`config.mk`:
```
export PLATFORM = sky130hd
export DESIGN_NAME = mining_job_sequencer
export DESIGN_NICKNAME = d
export VERILOG_FILES = /design/src/rtl/mining_pkg.sv /design/src/rtl/job_fifo.sv /design/src/rtl/mining_job_sequencer.sv
export SDC_FILE = /design/constraint.sdc
export NUM_CORES = 2
export LEC_CHECK = 0
export BUFFER_PORTS_ARGS = -buffer_cell sky130_fd_sc_hd__buf_2
export CAP_MARGIN = 20
export CELL_PAD_IN_SITES_DETAIL_PLACEMENT = 1
export CELL_PAD_IN_SITES_GLOBAL_PLACEMENT = 1
export CORE_AREA = 4 4 758 760
export DETAILED_ROUTE_END_ITERATION = 12
export DIE_AREA = 0 0 762 764
export PLACE_DENSITY_LB_ADDON = 0.3
export REMOVE_ABC_BUFFERS = 1
export SYNTH_ARGS = -nofsm -noshare
export SYNTH_HDL_FRONTEND = slang
export SYNTH_HIERARCHICAL = 1
export SYNTH_SLANG_ARGS = --single-unit
```
`constraint.sdc`:
```
create_clock -name clk -period 25.8 [get_ports clk]
set_clock_uncertainty 0.2 [all_clocks]
set_input_delay 1.29 -clock clk [delete_from_list [all_inputs] [get_ports clk]]
set_output_delay 1.29 -clock clk [all_outputs]
set_load 0.1 [all_outputs]
```
`src/rtl/mining_pkg.sv`:
```
// Shared types for the mining job sequencer.
//   state_t  : sequencer FSM states
//   header_t : block-header fields handed to the supervisor
//   result_t : per-job result record (job tag carried separately)
//   make_result : builds a result record
package mining_pkg;

    // Number of initial RUN cycles in which sup_complete is ignored. A complete
    // flag left high by the previous run must not end the new run.
    localparam int STALE_GUARD = 2;

    typedef enum logic [2:0] {
        IDLE,
        LAUNCH,
        RUN,
        DECIDE,
        REPORT
    } state_t;

    typedef struct packed {
        logic [31:0]  version;
        logic [255:0] prev_hash;
        logic [255:0] merkle;
        logic [31:0]  timestamp;
        logic [31:0]  bits;
        logic [31:0]  target;
    } header_t;

    localparam int HDR_W = $bits(header_t);

    typedef struct packed {
        logic         success;
        logic         aborted;
        logic [31:0]  nonce;
        logic [255:0] hash;
        logic [31:0]  timestamp;
        logic [7:0]   rolls;
    } result_t;

    function automatic result_t make_result(input logic success, input logic aborted,
                                            input logic [31:0] nonce, input logic [255:0] hash,
                                            input logic [31:0] timestamp, input logic [7:0] rolls);
        result_t r;
        r.success   = success;
        r.aborted   = aborted;
        r.nonce     = nonce;
        r.hash      = hash;
        r.timestamp = timestamp;
        r.rolls     = rolls;
        return r;
    endfunction

endpackage

```
`src/rtl/job_fifo.sv`:
```
// Synchronous FIFO holding queued jobs ({job_id, header}).
//   clk, reset         : clock, synchronous active-high reset (empties the FIFO)
//   push, push_data    : write when push && !full
//   pop, pop_data      : read when pop && !empty; pop_data shows the head entry
//   full, empty        : occupancy flags
// DEPTH must be a power of two so the pointers wrap naturally.
module job_fifo #(
    parameter int WIDTH = 8,
    parameter int DEPTH = 2
) (
    input  logic             clk,
    input  logic             reset,
    input  logic             push,
    input  logic [WIDTH-1:0] push_data,
    input  logic             pop,
    output logic [WIDTH-1:0] pop_data,
    output logic             full,
    output logic             empty
);

    localparam int PTR_W = (DEPTH > 1) ? $clog2(DEPTH) : 1;
    localparam logic [PTR_W:0] DEPTH_C = DEPTH[PTR_W:0];

    logic [WIDTH-1:0] mem [DEPTH];
    logic [PTR_W-1:0] wr_ptr, rd_ptr;
    logic [PTR_W:0]   count;
    logic             do_push, do_pop;

    assign full     = (count == DEPTH_C);
    assign empty    = (count == '0);
    assign do_push  = push && !full;
    assign do_pop   = pop && !empty;
    assign pop_data = mem[rd_ptr];

    always_ff @(posedge clk) begin
        if (reset) begin
            wr_ptr <= '0;
            rd_ptr <= '0;
            count  <= '0;
        end else begin
            if (do_push) wr_ptr <= wr_ptr + 1'b1;
            if (do_pop)  rd_ptr <= rd_ptr + 1'b1;
            case ({do_push, do_pop})
                2'b10:   count <= count + 1'b1;
                2'b01:   count <= count - 1'b1;
                default: ;
            endcase
        end
    end

    // Storage needs no reset: nothing is read until it has been written.
    always_ff @(posedge clk) begin
        if (do_push) mem[wr_ptr] <= push_data;
    end

endmodule

```
`src/rtl/mining_job_sequencer.sv`:
```
// Feeds block-header jobs to the multi-miner supervisor one at a time.
//   clk, reset          : clock, synchronous active-high reset
//   job_*               : valid/ready job queue input (tag + header fields)
//   abort               : one-cycle pulse, cancels the job in flight
//   sup_reset/sup_start : supervisor control
//   sup_<header>        : registered header fields to the supervisor
//   sup_complete/success/nonce/hash : supervisor status
//   res_*               : valid/ready result record, one per job
// Each launch holds sup_reset for RESET_CYCLES, then runs with sup_start. A run
// that exhausts the nonce space without success bumps the timestamp and relaunches,
// up to MAX_ROLLS times.
module mining_job_sequencer
    import mining_pkg::*;
#(
    parameter int JOB_DEPTH    = 2,
    parameter int MAX_ROLLS    = 4,
    parameter int RESET_CYCLES = 2,
    parameter int ID_W         = 8
) (
    input  logic            clk,
    input  logic            reset,
    input  logic            job_valid,
    output logic            job_ready,
    input  logic [ID_W-1:0] job_id,
    input  logic [31:0]     job_version,
    input  logic [255:0]    job_prev_hash,
    input  logic [255:0]    job_merkle,
    input  logic [31:0]     job_timestamp,
    input  logic [31:0]     job_bits,
    input  logic [31:0]     job_target,
    input  logic            abort,
    output logic            sup_reset,
    output logic            sup_start,
    output logic [31:0]     sup_version,
    output logic [255:0]    sup_prev_hash,
    output logic [255:0]    sup_merkle,
    output logic [31:0]     sup_timestamp,
    output logic [31:0]     sup_bits,
    output logic [31:0]     sup_target,
    input  logic            sup_complete,
    input  logic            sup_success,
    input  logic [31:0]     sup_nonce,
    input  logic [255:0]    sup_hash,
    output logic            res_valid,
    input  logic            res_ready,
    output logic [ID_W-1:0] res_id,
    output logic            res_success,
    output logic            res_aborted,
    output logic [31:0]     res_nonce,
    output logic [255:0]    res_hash,
    output logic [31:0]     res_timestamp,
    output logic [7:0]      res_rolls
);

    localparam int             FIFO_W        = ID_W + HDR_W;
    localparam logic [7:0]     MAX_ROLLS_C   = MAX_ROLLS[7:0];
    localparam logic [7:0]     LAUNCH_LAST   = 8'(RESET_CYCLES - 1);
    localparam logic [1:0]     STALE_GUARD_C = STALE_GUARD[1:0];

    header_t         in_hdr, fifo_hdr, job_hdr, job_hdr_nxt, launch_hdr, sup_hdr;
    logic [ID_W-1:0] fifo_id, job_id_q, job_id_nxt, res_id_q;
    logic [FIFO_W-1:0] fifo_rd;
    logic            fifo_full, fifo_empty, pop;
    state_t          state, state_nxt;
    logic [7:0]      launch_cnt, launch_cnt_nxt, rolls, rolls_nxt;
    logic [1:0]      guard_cnt, guard_cnt_nxt;
    result_t         res_q, res_nxt;

    // Held low during reset so nothing is accepted before the queue is known empty.
    assign job_ready = !reset && !fifo_full;
    assign in_hdr    = {job_version, job_prev_hash, job_merkle, job_timestamp, job_bits, job_target};
    assign {fifo_id, fifo_hdr} = fifo_rd;

    job_fifo #(.WIDTH(FIFO_W), .DEPTH(JOB_DEPTH)) u_fifo (
        .clk       (clk),
        .reset     (reset),
        .push      (job_valid && job_ready),
        .push_data ({job_id, in_hdr}),
        .pop       (pop),
        .pop_data  (fifo_rd),
        .full      (fifo_full),
        .empty     (fifo_empty)
    );

    always_comb begin
        state_nxt      = state;
        launch_cnt_nxt = launch_cnt;
        guard_cnt_nxt  = guard_cnt;
        rolls_nxt      = rolls;
        job_hdr_nxt    = job_hdr;
        job_id_nxt     = job_id_q;
        res_nxt        = res_q;
        pop            = 1'b0;
        case (state)
            IDLE: begin
                if (!fifo_empty) begin
                    pop            = 1'b1;
                    job_hdr_nxt    = fifo_hdr;
                    job_id_nxt     = fifo_id;
                    rolls_nxt      = '0;
                    launch_cnt_nxt = '0;
                    state_nxt      = LAUNCH;
                end
            end
            LAUNCH: begin
                if (abort) begin
                    res_nxt   = make_result(1'b0, 1'b1, '0, '0, sup_timestamp, rolls);
                    state_nxt = REPORT;
                end else if (launch_cnt == LAUNCH_LAST) begin
                    guard_cnt_nxt = '0;
                    state_nxt     = RUN;
                end else begin
                    launch_cnt_nxt = launch_cnt + 8'd1;
                end
            end
            RUN: begin
                if (abort) begin
                    res_nxt   = make_result(1'b0, 1'b1, '0, '0, sup_timestamp, rolls);
                    state_nxt = REPORT;
                end else if (guard_cnt != STALE_GUARD_C) begin
                    guard_cnt_nxt = guard_cnt + 2'd1;
                end else if (sup_complete) begin
                    state_nxt = DECIDE;
                end
            end
            DECIDE: begin
                if (abort) begin
                    res_nxt   = make_result(1'b0, 1'b1, '0, '0, sup_timestamp, rolls);
                    state_nxt = REPORT;
                end else if (sup_success) begin
                    res_nxt   = make_result(1'b1, 1'b0, sup_nonce, sup_hash, sup_timestamp, rolls);
                    state_nxt = REPORT;
                end else if (rolls < MAX_ROLLS_C) begin
                    rolls_nxt      = rolls + 8'd1;
                    launch_cnt_nxt = '0;
                    state_nxt      = LAUNCH;
                end else begin
                    res_nxt   = make_result(1'b0, 1'b0, '0, '0, sup_timestamp, rolls);
                    state_nxt = REPORT;
                end
            end
            REPORT: begin
                if (res_ready) state_nxt = IDLE;
            end
            default: state_nxt = IDLE;
        endcase
    end

    // Header for the next launch: timestamp advanced by the roll count (wraps at 32 bits).
    always_comb begin
        launch_hdr           = job_hdr_nxt;
        launch_hdr.timestamp = job_hdr_nxt.timestamp + {24'b0, rolls_nxt};
    end

    // Outputs are registered from the next state so they line up with the state they belong to.
    always_ff @(posedge clk) begin
        if (reset) begin
            state      <= IDLE;
            launch_cnt <= '0;
            guard_cnt  <= '0;
            rolls      <= '0;
            job_hdr    <= '0;
            job_id_q   <= '0;
            res_q      <= '0;
            res_id_q   <= '0;
            res_valid  <= 1'b0;
            sup_reset  <= 1'b1;
            sup_start  <= 1'b0;
            sup_hdr    <= '0;
        end else begin
            state      <= state_nxt;
            launch_cnt <= launch_cnt_nxt;
            guard_cnt  <= guard_cnt_nxt;
            rolls      <= rolls_nxt;
            job_hdr    <= job_hdr_nxt;
            job_id_q   <= job_id_nxt;
            res_q      <= res_nxt;
            res_valid  <= (state_nxt == REPORT);
            // The supervisor keeps start through DECIDE so its success/nonce stay valid.
            sup_reset  <= (state_nxt inside {IDLE, LAUNCH, REPORT});
            sup_start  <= (state_nxt inside {RUN, DECIDE});
            if (state_nxt == REPORT && state != REPORT) res_id_q <= job_id_q;
            if (state_nxt == LAUNCH && state != LAUNCH) sup_hdr <= launch_hdr;
        end
    end

    assign sup_version   = sup_hdr.version;
    assign sup_prev_hash = sup_hdr.prev_hash;
    assign sup_merkle    = sup_hdr.merkle;
    assign sup_timestamp = sup_hdr.timestamp;
    assign sup_bits      = sup_hdr.bits;
    assign sup_target    = sup_hdr.target;

    assign res_id        = res_id_q;
    assign res_success   = res_q.success;
    assign res_aborted   = res_q.aborted;
    assign res_nonce     = res_q.nonce;
    assign res_hash      = res_q.hash;
    assign res_timestamp = res_q.timestamp;
    assign res_rolls     = res_q.rolls;

endmodule

```
# ---- Yosys cells after proc, flatten, opt, wreduce, memory -nomap -nowiden
# Memory sizes are Yosys's and may differ from the RTL's. A register that Yosys moved wholly into a read port is not among the register bits.
# Index checks and enable logic that the tools add are counted.
dict set report word_totals {
  reg_bits 1654
  latchBits 0
  ramBits 1296
  mem_bits_ro 0
  input_bits 943
  output_inout_bits 982
  elab_cells 132
  mem_count 1
}
dict set report classes {
  n_addsub 8
  mul 0
  div_mod_pow 0
  magnitude_cmp 1
  n_eq_ne 26
  n_shift 0
  muxes 42
  bitwise_logic 1
  reduce_logical 23
}
# name words width rd rd_ports_with_merged_regs wr line
set mem_list {}
lappend mem_list {u_fifo.mem 2 648 1 1 1 job_fifo.sv:24} ;# logic [WIDTH-1:0] mem [DEPTH];
# operator count
set op_table {}
lappend op_table {{$mux W330} 4}
lappend op_table {{$mux W640} 2}
lappend op_table {{$pmux W330 S2} 1}
lappend op_table {{$mux W8} 10}
lappend op_table {{$add A32 B8 Y32} 1}
lappend op_table {{$mux W3} 10}
lappend op_table {{$pmux W8 S3} 1}
lappend op_table {{$ne A2 B2 Y1 const B} 10}
lappend op_table {{$add A8 B1 Y8 const B} 2}
lappend op_table {{$pmux W8 S2} 1}
lappend op_table {{$pmux W3 S5} 1}
lappend op_table {{$eq A3 B2 Y1 const B} 4}
lappend op_table {{$eq A8 B1 Y1 const B} 1}
lappend op_table {{$lt A8 B3 Y1 const B} 1}
lappend op_table {{$mux W2} 4}
lappend op_table {{$pmux W2 S2} 2}
lappend op_table {{$reduce_bool A2 Y1} 4}
lappend op_table {{$reduce_and A7 Y1} 1}
lappend op_table {{$eq A3 B1 Y1 const B} 2}
lappend op_table {{$eq A3 B3 Y1 const B} 2}
lappend op_table {{$logic_and A1 B1 Y1} 6}
lappend op_table {{$logic_not A3 Y1} 2}
lappend op_table {{$mux W1} 6}
lappend op_table {{$reduce_bool A3 Y1} 2}
lappend op_table {{other kinds (16)} 21}

# ---- Longest topological paths before layout
dict set report logic_depth {
  ltp_word 7
  depth_mapped 18
  depth_no_buf 14
}

# ---- Cells and area by module
# Netlist, hierarchy kept.
# module instances cells_per_inst area_per_inst_um2 seq_area_each_um2
set modules_own_cells {}
lappend modules_own_cells {mining_job_sequencer 1 5478 56181.4 33031.7}
lappend modules_own_cells {job_fifo 1 2042 47232.8 39017.4}

# ---- Worst setup path before layout
# No wires, ideal clock.
dict set report synth_path {
  path_type {input-to-reg}
  from {input reset}
  to {memory u_fifo/mem[1][0] (netlist name), enable pin}
  setup_ps 1103
  arrival_ps 18111
  t_required_ps 24497
  path_slack_ps 6386
  path_stages 6
  n_path_buf 3
  cell_sequence {clkbuf_1 -> clkbuf_1 -> clkbuf_1 -> nor2_1 -> and2_1 -> and3_1}
}
dict set report synth_between {
  elab_chain_cells 6
}
# item line
set synth_rtl {}
lappend synth_rtl {{start, declared} mining_job_sequencer.sv:21} ;# input logic reset,
lappend synth_rtl {{$logic_not A1 Y1} mining_job_sequencer.sv:70} ;# assign job_ready = !reset && !fifo_full;
lappend synth_rtl {{$logic_and A1 B1 Y1} mining_job_sequencer.sv:70}
lappend synth_rtl {{via job_ready} mining_job_sequencer.sv:23} ;# output logic job_ready,
lappend synth_rtl {{$logic_and A1 B1 Y1} mining_job_sequencer.sv:77} ;# .push (job_valid && job_ready),
lappend synth_rtl {{$logic_and A1 B1 Y1} job_fifo.sv:31} ;# assign do_push = push && !full;
lappend synth_rtl {{$mux W1} job_fifo.sv:53} ;# if (do_push) mem[wr_ptr] <= push_data;
lappend synth_rtl {{$mux W1 (implied by the code)} job_fifo.sv:53}
lappend synth_rtl {{end, declared} job_fifo.sv:24}
# The timed path passes the listed nets, and every way through them passes these cells.

# ---- Worst setup path in the final report
dict set report layout_path {
  from {input sup_success}
  to {register sup_hdr (netlist bit sup_merkle[204])}
}
dict set report layout_between {
  elab_chain_cells 5
}
# item line
set layout_rtl {}
lappend layout_rtl {{start, declared} mining_job_sequencer.sv:41} ;# input logic sup_success,
lappend layout_rtl {{$mux W3} mining_job_sequencer.sv:130} ;# end else if (sup_success) begin
lappend layout_rtl {{$mux W3} mining_job_sequencer.sv:127} ;# if (abort) begin
lappend layout_rtl {{$pmux W3 S5} mining_job_sequencer.sv:94} ;# case (state)
lappend layout_rtl {{$eq A3 B1 Y1} mining_job_sequencer.sv:183} ;# if (state_nxt == LAUNCH && state != LAUNCH) sup_hdr <= launch_hdr;
lappend layout_rtl {{$logic_and A1 B1 Y1} mining_job_sequencer.sv:183}
lappend layout_rtl {{end signal, assigned} mining_job_sequencer.sv:183}
lappend layout_rtl {{end, declared} mining_job_sequencer.sv:60} ;# header_t in_hdr, fifo_hdr, job_hdr, job_hdr_nxt, launch_hdr, sup_hdr;
# Every way passes these cells.
# A chain may end at the register's enable or synchronous reset.

==> metrics.yaml <==
pwr-share-seq_pct: 35.9
fp.dieH_um: 764
p_switching_w: 0.006895
hold_path_end: "res_success"
cts_buffer_depth: 4
critPathKind: "input port to flop"
cts_tree: "done"
wl_mm: 459.0
crit_fanout: 170
p_per_area_mw_per_mm2: 124.4
switching_share_pct: 41.85
dr.pass1.iters: 5
final_hold_viol_count: 0
vias: 69840
clk_pin_slew_ns: 0.06
min_delay_path_depth: 1
synth-edff-count: 1296
ys.warnings.count: 6
place_hpwl_mm: 350.6
r2r-start: "rolls[7]"
synthXorXnorAreaFrac_pct: 0.1355
rsz0062_at_grt: "no"
io_buffers: 1924
fin_cells: 17280
ys_types: 63
final_max_slew_viol_count: 0
fp.coreArea_mm2: 0.5677
ys_seq_area_share_pct: 69.67
synth_top_family_by_area: "multiplexers"
internal_power_w: 0.009582
hp-start: "res_success"
timing.rr.end: "sup_merkle[204]"
peakVddDrop_mv: 0.1095
synth_mux_area_share_pct: 13.21
reg2reg_depth: 11
cts_setup_buffers: 0
worst_pin_slew_ns: 1.273
fmax_mhz: 139.4
fin_crit_ns: 7.174
grt_pass1_wl_mm: 611.4
synthArstFlopShare_pct: 0
ys_ff_latch: 2951
numCtsBuffers: 347
die_area_mm2: 0.5822
endpoint_kind: "flop"
maxCapViolations: 0
yosys.area_share.simple_pct: 6.201
clkPwrFrac_pct: 30.1
grt_max_degree: 188
setup_tns_ns: 0
syn_inst: 7520
maxSlewHeadroom_pct: 15.15
num_rows: 277
synth_flop_cell: "dfxtp_1"
r2r_slack_ns: 18.76
ctsHoldBuffers: 0
final_common_cell: "buf_2"
setup_viol_count_final: 0
vias_per_cell: 4.042
clock_sinks: 2951
drc: 0
drive_above_1_share_pct: 33.30
final_area_mm2: 0.1324
final_cell_mix: "buf_2, dfxtp_1, edfxtp_1"
pin_count: 1925
syn-cell-area_mm2: 0.1034
antenna_left: 0
first_global_vias: 69310
nets: 10300
syn_avg_cell_area_um2: 13.75
wl_per_cell_um: 26.57
required_ns: 26.41
post_cts_resized: 0
fin_crit_sh_pct: 27.81
min_path_type: "flop to flop"
htree_num_levels: 5
placed_cells: 16520
place_congestion: 0.8636
gr-total-overflow: 0
synth-adder-area-share_pct: 0.1766
cts_root_buf: "clkbuf_16"
grt_usage_pct: 15.05
arrival_ns: 7.79
initialDrtViolationCount: 3893
clock_latency_ns: 0.94
postPlaceCellArea_mm2: 0.1207
synth_compound_area_share_pct: 7.857
critPathLaunchType: "input port"
fp.dieW_um: 762
postLayoutCoreUtil_pct: 23.32
antenna_found_initial: 447
initial_core_util_pct: 18.22
p_leak_nw: 52.49
pwr-share-comb_pct: 34.0
status: "completed"
areaGrowthSynthToFinish_pct: 28.04
area by class of cell:
class | count | area, um^2
Clock inverter | 156 | 1750
Inverter | 14 | 60.06
Timing Repair Buffer | 2030 | 10590
Fill cell | 63210 | 435300
Clock buffer | 496 | 9737
Tap cell | 7533 | 9425
Multi-Input combinational cell | 3995 | 28550
Sequential cell | 2951 | 72050
Antenna cell | 101 | 252.7
metrics by stage:
step	worst slack (ns)	hold WS, ns	total power (W)
2_1_floorplan	-19.72	0.2260	0.01194
3_3_place_gp	17.72	0.2313	0.01166
3_5_place_dp	17.67	0.2397	0.01170
4_1_cts	18.61	0.1667	0.01675
5_1_grt	18.08	0.2111	0.01722
6_report	18.63	0.2519	0.01648
power by group through the flow:
stage / combinational (W) / clock [W] / sequential, W
2_1_floorplan: 0.00334 / 0 / 0.00861
3_3_place_gp: 0.00565 / 0 / 0.00600
3_5_place_dp: 0.00569 / 0 / 0.00602
4_1_cts: 0.00570 / 0.00512 / 0.00593
5_1_grt: 0.00591 / 0.00531 / 0.00599
6_report: 0.00561 / 0.00495 / 0.00592
critical path, cell delays in order:
cell and delay, ns:
buf_2 0.15, nor4_1 0.46, a41oi_1 0.32, nor2_4 0.78
buf_4 0.76, buf_4 0.62, buf_12 0.64, buf_4 0.67
buf_4 0.59, buf_4 0.75, nor2_1 0.11, a211oi_1 0.24
per-layer routing:
metal,routed length [um],share of wire [%],track usage [%],vias to the layer above
li1,-,-,-,31230
met1,171800,37,16.38,34840
met2,230400,50,27.02,2427
met3,33150,7.2,4.820,1206
met4,22710,4.9,5.903,134
met5,861,0.19,0,-
cells in the mapped netlist (4+ instances only):
cell type	count	share of area, %
dfxtp_1	1655	32
edfxtp_1	1296	38
nor2_1	1281	4.6
mux2_2	651	7.1
mux2i_1	632	6.1
a211oi_1	613	4.4
clkbuf_1	388	1.4
a22o_1	289	2.4
nand2_1	186	0.68
a21oi_1	94	0.45
buf_6	71	0.77
buf_1	39	0.14
buf_4	33	0.24
nand3_1	32	0.15
buf_2	28	0.14
nor3_1	24	0.12
o21ai_0	19	0.092
nor4_1	18	0.11
and3_1	15	0.091
ha_1	13	0.16
and2_1	12	0.073
inv_1	12	0.044
nand4_1	12	0.073
xor2_1	10	0.085
or3_1	8	0.048
a311o_1	7	0.068
a31oi_1	6	0.036
xnor2_1	6	0.051
and4_1	5	0.042
nand2b_1	5	0.030
o211ai_1	5	0.036
or2_2	5	0.030
o22ai_1	4	0.024
how the worst max path moves through the flow:
stage	startpoint	depth (start not counted)	slack [ns]	end
3_5_place_dp	sup_success	12	17.67	sup_merkle[19]
4_1_cts	rolls[7]	11	18.61	sup_merkle[204]
2_1_floorplan	sup_success	5	-19.72	sup_timestamp[12]
5_1_grt	sup_success	12	18.08	sup_bits[4]
6_report	sup_success	12	18.63	sup_merkle[204]
3_3_place_gp	sup_success	12	17.72	sup_target[24]
sequential cells by signal, indices dropped and copies added, names as in the netlist, 256 cells and up, named ones only:
name / count
job_hdr: 640
res_hash: 256
sup_merkle: 256
sup_prev_hash: 256
u_fifo/mem: 1296
logic make-up after synthesis:
family | after synthesis
compound gates | 1067
xor+xnor | 16
fa+ha+maj | 14
buf+inv | 574
flops | 2951
mux | 1283
simple gates | 1615
Note: power is estimated with default switching activity, not from simulation.
